--- src/rtl/fetch_receive_pkg.sv ---
// Encodings shared by fetch_issue, fetch_receive and the control unit.
package fetch_receive_pkg;

    localparam logic [1:0] PC_INCR    = 2'b00;
    localparam logic [1:0] PC_STALL   = 2'b01;
    localparam logic [1:0] PC_JUMP    = 2'b10;
    localparam logic [1:0] PC_RESTART = 2'b11;

    localparam logic [31:0] NOP_INST = 32'h0000_0013;

    typedef enum logic [1:0] {
        RESET_WAIT = 2'd0,
        RUN        = 2'd1,
        HOLD       = 2'd2,
        SQUASH     = 2'd3
    } fr_state_t;

    // A flush is treated exactly like a redirect; it outranks a stall.
    function automatic fr_state_t decode_select(input logic flush, input logic [1:0] sel);
        fr_state_t s;
        if (flush || sel[1])
            s = SQUASH;
        else if (sel == PC_STALL)
            s = HOLD;
        else
            s = RUN;
        return s;
    endfunction

endpackage

--- src/rtl/fetch_receive.sv ---
// Fetch receive stage: aligns I-cache read data with its PC and drives decode.
// State | meaning
//   RESET_WAIT | first cycle after reset, memory data not yet meaningful
//   RUN        | pass through cache data with the PC issued last cycle
//   HOLD       | repeat last cycle's outputs (stall)
//   SQUASH     | wrong-path slot replaced by an invalid NOP
module fetch_receive
    import fetch_receive_pkg::*;
#(
    parameter int                    CORE            = 0,
    parameter int                    DATA_WIDTH      = 32,
    parameter int                    ADDRESS_BITS    = 20,
    parameter logic [DATA_WIDTH-1:0] NOP             = NOP_INST,
    parameter int                    SCAN_CYCLES_MIN = 1,
    parameter int                    SCAN_CYCLES_MAX = 1000
) (
    input  logic                    clock,
    input  logic                    reset,
    input  logic [1:0]              next_PC_select,
    input  logic                    flush,
    input  logic [ADDRESS_BITS-1:0] issue_PC,
    input  logic [DATA_WIDTH-1:0]   i_mem_data,
    output logic [DATA_WIDTH-1:0]   instruction,
    output logic [ADDRESS_BITS-1:0] inst_PC,
    output logic                    inst_valid,
    input  logic                    scan
);

    fr_state_t                 state;
    fr_state_t                 state_next;
    logic [ADDRESS_BITS-1:0]   pc_pipe;
    logic [2:0]                sel_q;
    logic [DATA_WIDTH-1:0]     hold_inst;
    logic [ADDRESS_BITS-1:0]   hold_PC;
    logic                      hold_valid;
    logic [31:0]               cycle_count;

    always_ff @(posedge clock or posedge reset) begin
        if (reset) begin
            state <= RESET_WAIT;
        end else begin
            state <= state_next;
        end
    end

    always_comb begin
        state_next = decode_select(flush, next_PC_select);
    end

    always_comb begin
        instruction = NOP;
        inst_PC     = '0;
        inst_valid  = 1'b0;
        unique case (state)
            RESET_WAIT: begin
                instruction = NOP;
                inst_PC     = '0;
                inst_valid  = 1'b0;
            end
            RUN: begin
                instruction = i_mem_data;
                inst_PC     = pc_pipe;
                inst_valid  = 1'b1;
            end
            HOLD: begin
                instruction = hold_inst;
                inst_PC     = hold_PC;
                inst_valid  = hold_valid;
            end
            SQUASH: begin
                instruction = NOP;
                inst_PC     = pc_pipe;
                inst_valid  = 1'b0;
            end
            default: begin
                instruction = NOP;
                inst_PC     = '0;
                inst_valid  = 1'b0;
            end
        endcase
    end

    // Hold registers always capture the visible outputs so a stall repeats them exactly.
    always_ff @(posedge clock or posedge reset) begin
        if (reset) begin
            pc_pipe     <= '0;
            sel_q       <= {1'b0, PC_STALL};
            hold_inst   <= NOP;
            hold_PC     <= '0;
            hold_valid  <= 1'b0;
            cycle_count <= '0;
        end else begin
            pc_pipe     <= issue_PC;
            sel_q       <= {flush, next_PC_select};
            hold_inst   <= instruction;
            hold_PC     <= inst_PC;
            hold_valid  <= inst_valid;
            cycle_count <= cycle_count + 32'd1;
        end
    end

`ifndef SYNTHESIS
    always @(posedge clock) begin
        if (scan && (cycle_count >= 32'(SCAN_CYCLES_MIN)) && (cycle_count <= 32'(SCAN_CYCLES_MAX))) begin
            $display("core %0d fetch_receive cyc=%0d state=%s sel_q=%b inst=%h pc=%h valid=%b",
                     CORE, cycle_count, state.name(), sel_q, instruction, inst_PC, inst_valid);
        end
    end
`endif

endmodule

--- config.mk ---
export PLATFORM = sky130hd
export DESIGN_NAME = fetch_receive
export DESIGN_NICKNAME = d
export VERILOG_FILES = /design/src/rtl/fetch_receive_pkg.sv /design/src/rtl/fetch_receive.sv
export SDC_FILE = /design/constraint.sdc
export NUM_CORES = 1
export LEC_CHECK = 0
export CAP_MARGIN = 20
export CORE_UTILIZATION = 23
export CTS_BUF_LIST = sky130_fd_sc_hd__clkbuf_4 sky130_fd_sc_hd__clkbuf_8 sky130_fd_sc_hd__clkbuf_16
export DETAILED_ROUTE_END_ITERATION = 12
export GPL_ROUTABILITY_DRIVEN = 0
export SETUP_SLACK_MARGIN = 0.5
export SYNTH_ARGS = -nofsm -noshare
export SYNTH_HDL_FRONTEND = slang
export SYNTH_SLANG_ARGS = --single-unit
--- constraint.sdc ---
create_clock -name clock -period 2.4 [get_ports clock]
set_input_delay 0.24 -clock clock [delete_from_list [all_inputs] [get_ports clock]]
set_output_delay 0.24 -clock clock [all_outputs]
set_load 0.05 [all_outputs]
==> results.tsv <==
metric	value	unit
outcome	finished, final reports clean	
flow.area_growth_from_synthesis	102.1	%
numClockSinks	75	
maxSlewViolCount	0	
clock.fmax	0.5202	GHz
timing_hold_violations_final	0	
detail-route-antenna-nets	0	
synth.ff_latch_count	75	
timing.critical_path.from_type	register	
layout-drive-gt1-share	49.43	%
postCtsHoldBufs	0	
synth.distinct_cells	19	
cellLeakagePower	2.299	nW
nNetsFinal	409	
dr.first_iter.drc_count	50	
crit-reg2reg-capture	hold_PC[14]	
place.detailed.hpwl	4.821	mm
critPathArrivalTime	1.68	ns
setup.worst_path.end_class	primary output	
cts.clk_slew.worst_paths	0.05	ns
die_w	109.8	um
synthesis.yosys.warnings	0	
synthTopCellsByArea	sky130_fd_sc_hd__dfrtp_1 (67%), sky130_fd_sc_hd__a22o_1 (5.9%), sky130_fd_sc_hd__nand2_1 (5.2%)	
yosysSeqAreaShare	70.37	%
syn_area	0.002673	mm^2
path_class	register to primary output	
post_drt_via_cell_ratio	4.321	
critPathMaxFanout	18	
globalRouteTotalUtil	12.42	%
synth.largest_area_cell	sky130_fd_sc_hd__dfrtp_1	
hold_path.class	input port to async pin	
layoutNonFillerInstCount	492	
worst_clock_skew	0.004059	ns
period_share	80.09	%
reg2reg_depth	7	
critPathRequiredTime	2.16	ns
clock_path_buffers	2	
wl	7.032	mm
drt_pre_antenna_iters	4	
vias	2126	
regToRegStartpoint	state[0]	
cts.htree.levels	3	
area_share_of_the_largest_cell_type_after_synthesis	67.42	%
grt.overflow.total	0	
clock_tree.root_cell	sky130_fd_sc_hd__clkbuf_16	
standard_cell_row_count	38	
antenna_found_initial	0	
reg2reg_setup_slack	0.85	ns
transition_time_of_the_tightest_slew_check_pin	0.3555	ns
worst_ir_drop_vdd	484.3	uV
synthCells	215	
wl_per_cell	14.29	um
die_area	0.01205	mm^2
max-slew-margin-rel	76.25	%
effective_utilization_at_floorplan	24.12	%
boundaryPins	111	
power.density	623.8	mW/mm^2
fp.coreArea	0.01108	mm^2
mappedNetlistNets	277	
first_global_vias	2264	
vert_die_dim	109.8	um
grt_start_max_net_pins	42	
period_minus_slack	1.922	ns
cts_made_buffers	9	
cts_tree	done	
num_antenna_cells	0	
unrepaired_setup_endpoints_after_global_routing	yes	
clock_insertion_delay_worst_skew	0.33	ns
drcViolationCount	0	
totalNegativeSetupSlack	0	ns
maxCapViolations	0	
placed_cells	456	
first_pass_grt_wire_length	11.11	mm
synth_area_per_cell	12.43	um^2
final-setup-viol-count	0	
io_buffers	109	
[cells in the mapped netlist]
master                     count
sky130_fd_sc_hd__dfstp_2       3
sky130_fd_sc_hd__a22oi_1       9
sky130_fd_sc_hd__clkbuf_1      4
sky130_fd_sc_hd__a21oi_1      14
sky130_fd_sc_hd__buf_6         3
sky130_fd_sc_hd__nand2_1      37
sky130_fd_sc_hd__a21o_1        1
sky130_fd_sc_hd__ha_1          4
sky130_fd_sc_hd__or3_1         1
sky130_fd_sc_hd__buf_4         1
sky130_fd_sc_hd__inv_1         2
sky130_fd_sc_hd__nor2_1       10
sky130_fd_sc_hd__o21ai_1      22
sky130_fd_sc_hd__inv_2         1
sky130_fd_sc_hd__buf_2         8
sky130_fd_sc_hd__nor2b_4       1
sky130_fd_sc_hd__a22o_1       18
sky130_fd_sc_hd__nor2b_1       4
sky130_fd_sc_hd__dfrtp_1      72
[through the flow]
stage | hold WS [ns] | total power [W] | instance area [um^2] | utilization [%] | setup slack [ns]
after floorplan | 0.2714 | 0.001700 | 2888 | - | 0.3523
after global placement | 0.5015 | 0.002054 | 4676 | 42.21 | 0.3908
after detailed placement | 0.5101 | 0.002062 | 4676 | 42.21 | 0.3401
after CTS | 0.2436 | 0.003414 | 5283 | 47.68 | 0.4280
after global routing | 0.2565 | 0.003505 | 5400 | 48.75 | 0.3830
final | 0.2469 | 0.003368 | 5400 | 48.75 | 0.4778
[power by group]
| part | total [W] | internal [W] | switching [W] |
|---|---|---|---|
| sequential | 0.00136 | 0.00134 | 0.0000230 |
| combinational | 0.000742 | 0.000373 | 0.000369 |
| clock | 0.00127 | 0.000780 | 0.000488 |
[routing by layer]
layer  routed length [um]  GRT usage [%]
met1                 3090          15.51
met4                  112          5.143
met2                 3401          19.33
met5                    0              0
met3                  427          4.505
[kinds of logic after synthesis]
family | Yosys count | synth area share [%]
flops | 75 | 70.37
compound gates | 64 | 15.45
simple gates | 53 | 8.286
buf+inv | 19 | 4.026
fa+ha+maj | 4 | 1.873
[worst max-delay path, cell delays in order (launching register included)]
cell and delay, ns:
sky130_fd_sc_hd__dfrtp_1 0.40, sky130_fd_sc_hd__buf_6 0.13, sky130_fd_sc_hd__ha_4 0.19, sky130_fd_sc_hd__nor2b_4 0.13, sky130_fd_sc_hd__buf_12 0.17, sky130_fd_sc_hd__a22o_2 0.19
sky130_fd_sc_hd__buf_12 0.14
[worst max path at each step]
stage	start	to	depth (start not counted)
3_3_place_gp	state[0]	instruction[17]	5
3_5_place_dp	state[0]	instruction[17]	5
6_report	state[0]	instruction[2]	6
4_1_cts	state[1]	instruction[0]	6
2_1_floorplan	state[0]	inst_PC[7]	7
5_1_grt	state[1]	instruction[10]	6
[cell usage in the layout (no fill, tap or decap), drive strengths merged, types with 2 or more instances in the layout]
cell,count
ha,4
buf,81
dfrtp,72
clkinv,4
a22o,18
nor2b,5
dfstp,3
a21oi,14
nand2,37
inv,2
o21ai,22
clkdlybuf4s50,56
clkbuf,12
a22oi,9
nor2,10
[final cells by class]
cell class	count	area, um^2
tap	140	175.2
clock inverter	4	23.77
clock buffer	12	266.5
inverter	3	15.01
fill	983	5678
multi-input combinational	121	1121
timing repair buffer	137	1917
sequential	75	1882
[registers in the layout (all words and copies together) (netlist names)]
register / count
pc_pipe: 20
state: 2
hold_PC: 20
hold_valid: 1
hold_inst: 32
[repair_timing]
| action | in CTS | in global routing |
|---|---|---|
| setup endpoints to repair | 53 | 53 |
| buffers inserted | 17 | 3 |
| cloned | 0 | 0 |
| pin swaps | 13 | 4 |
| endpoints found under the hold margin | 0 | 0 |
| resized for setup | 35 | 21 |
Note: power is estimated with default switching activity, not from simulation.
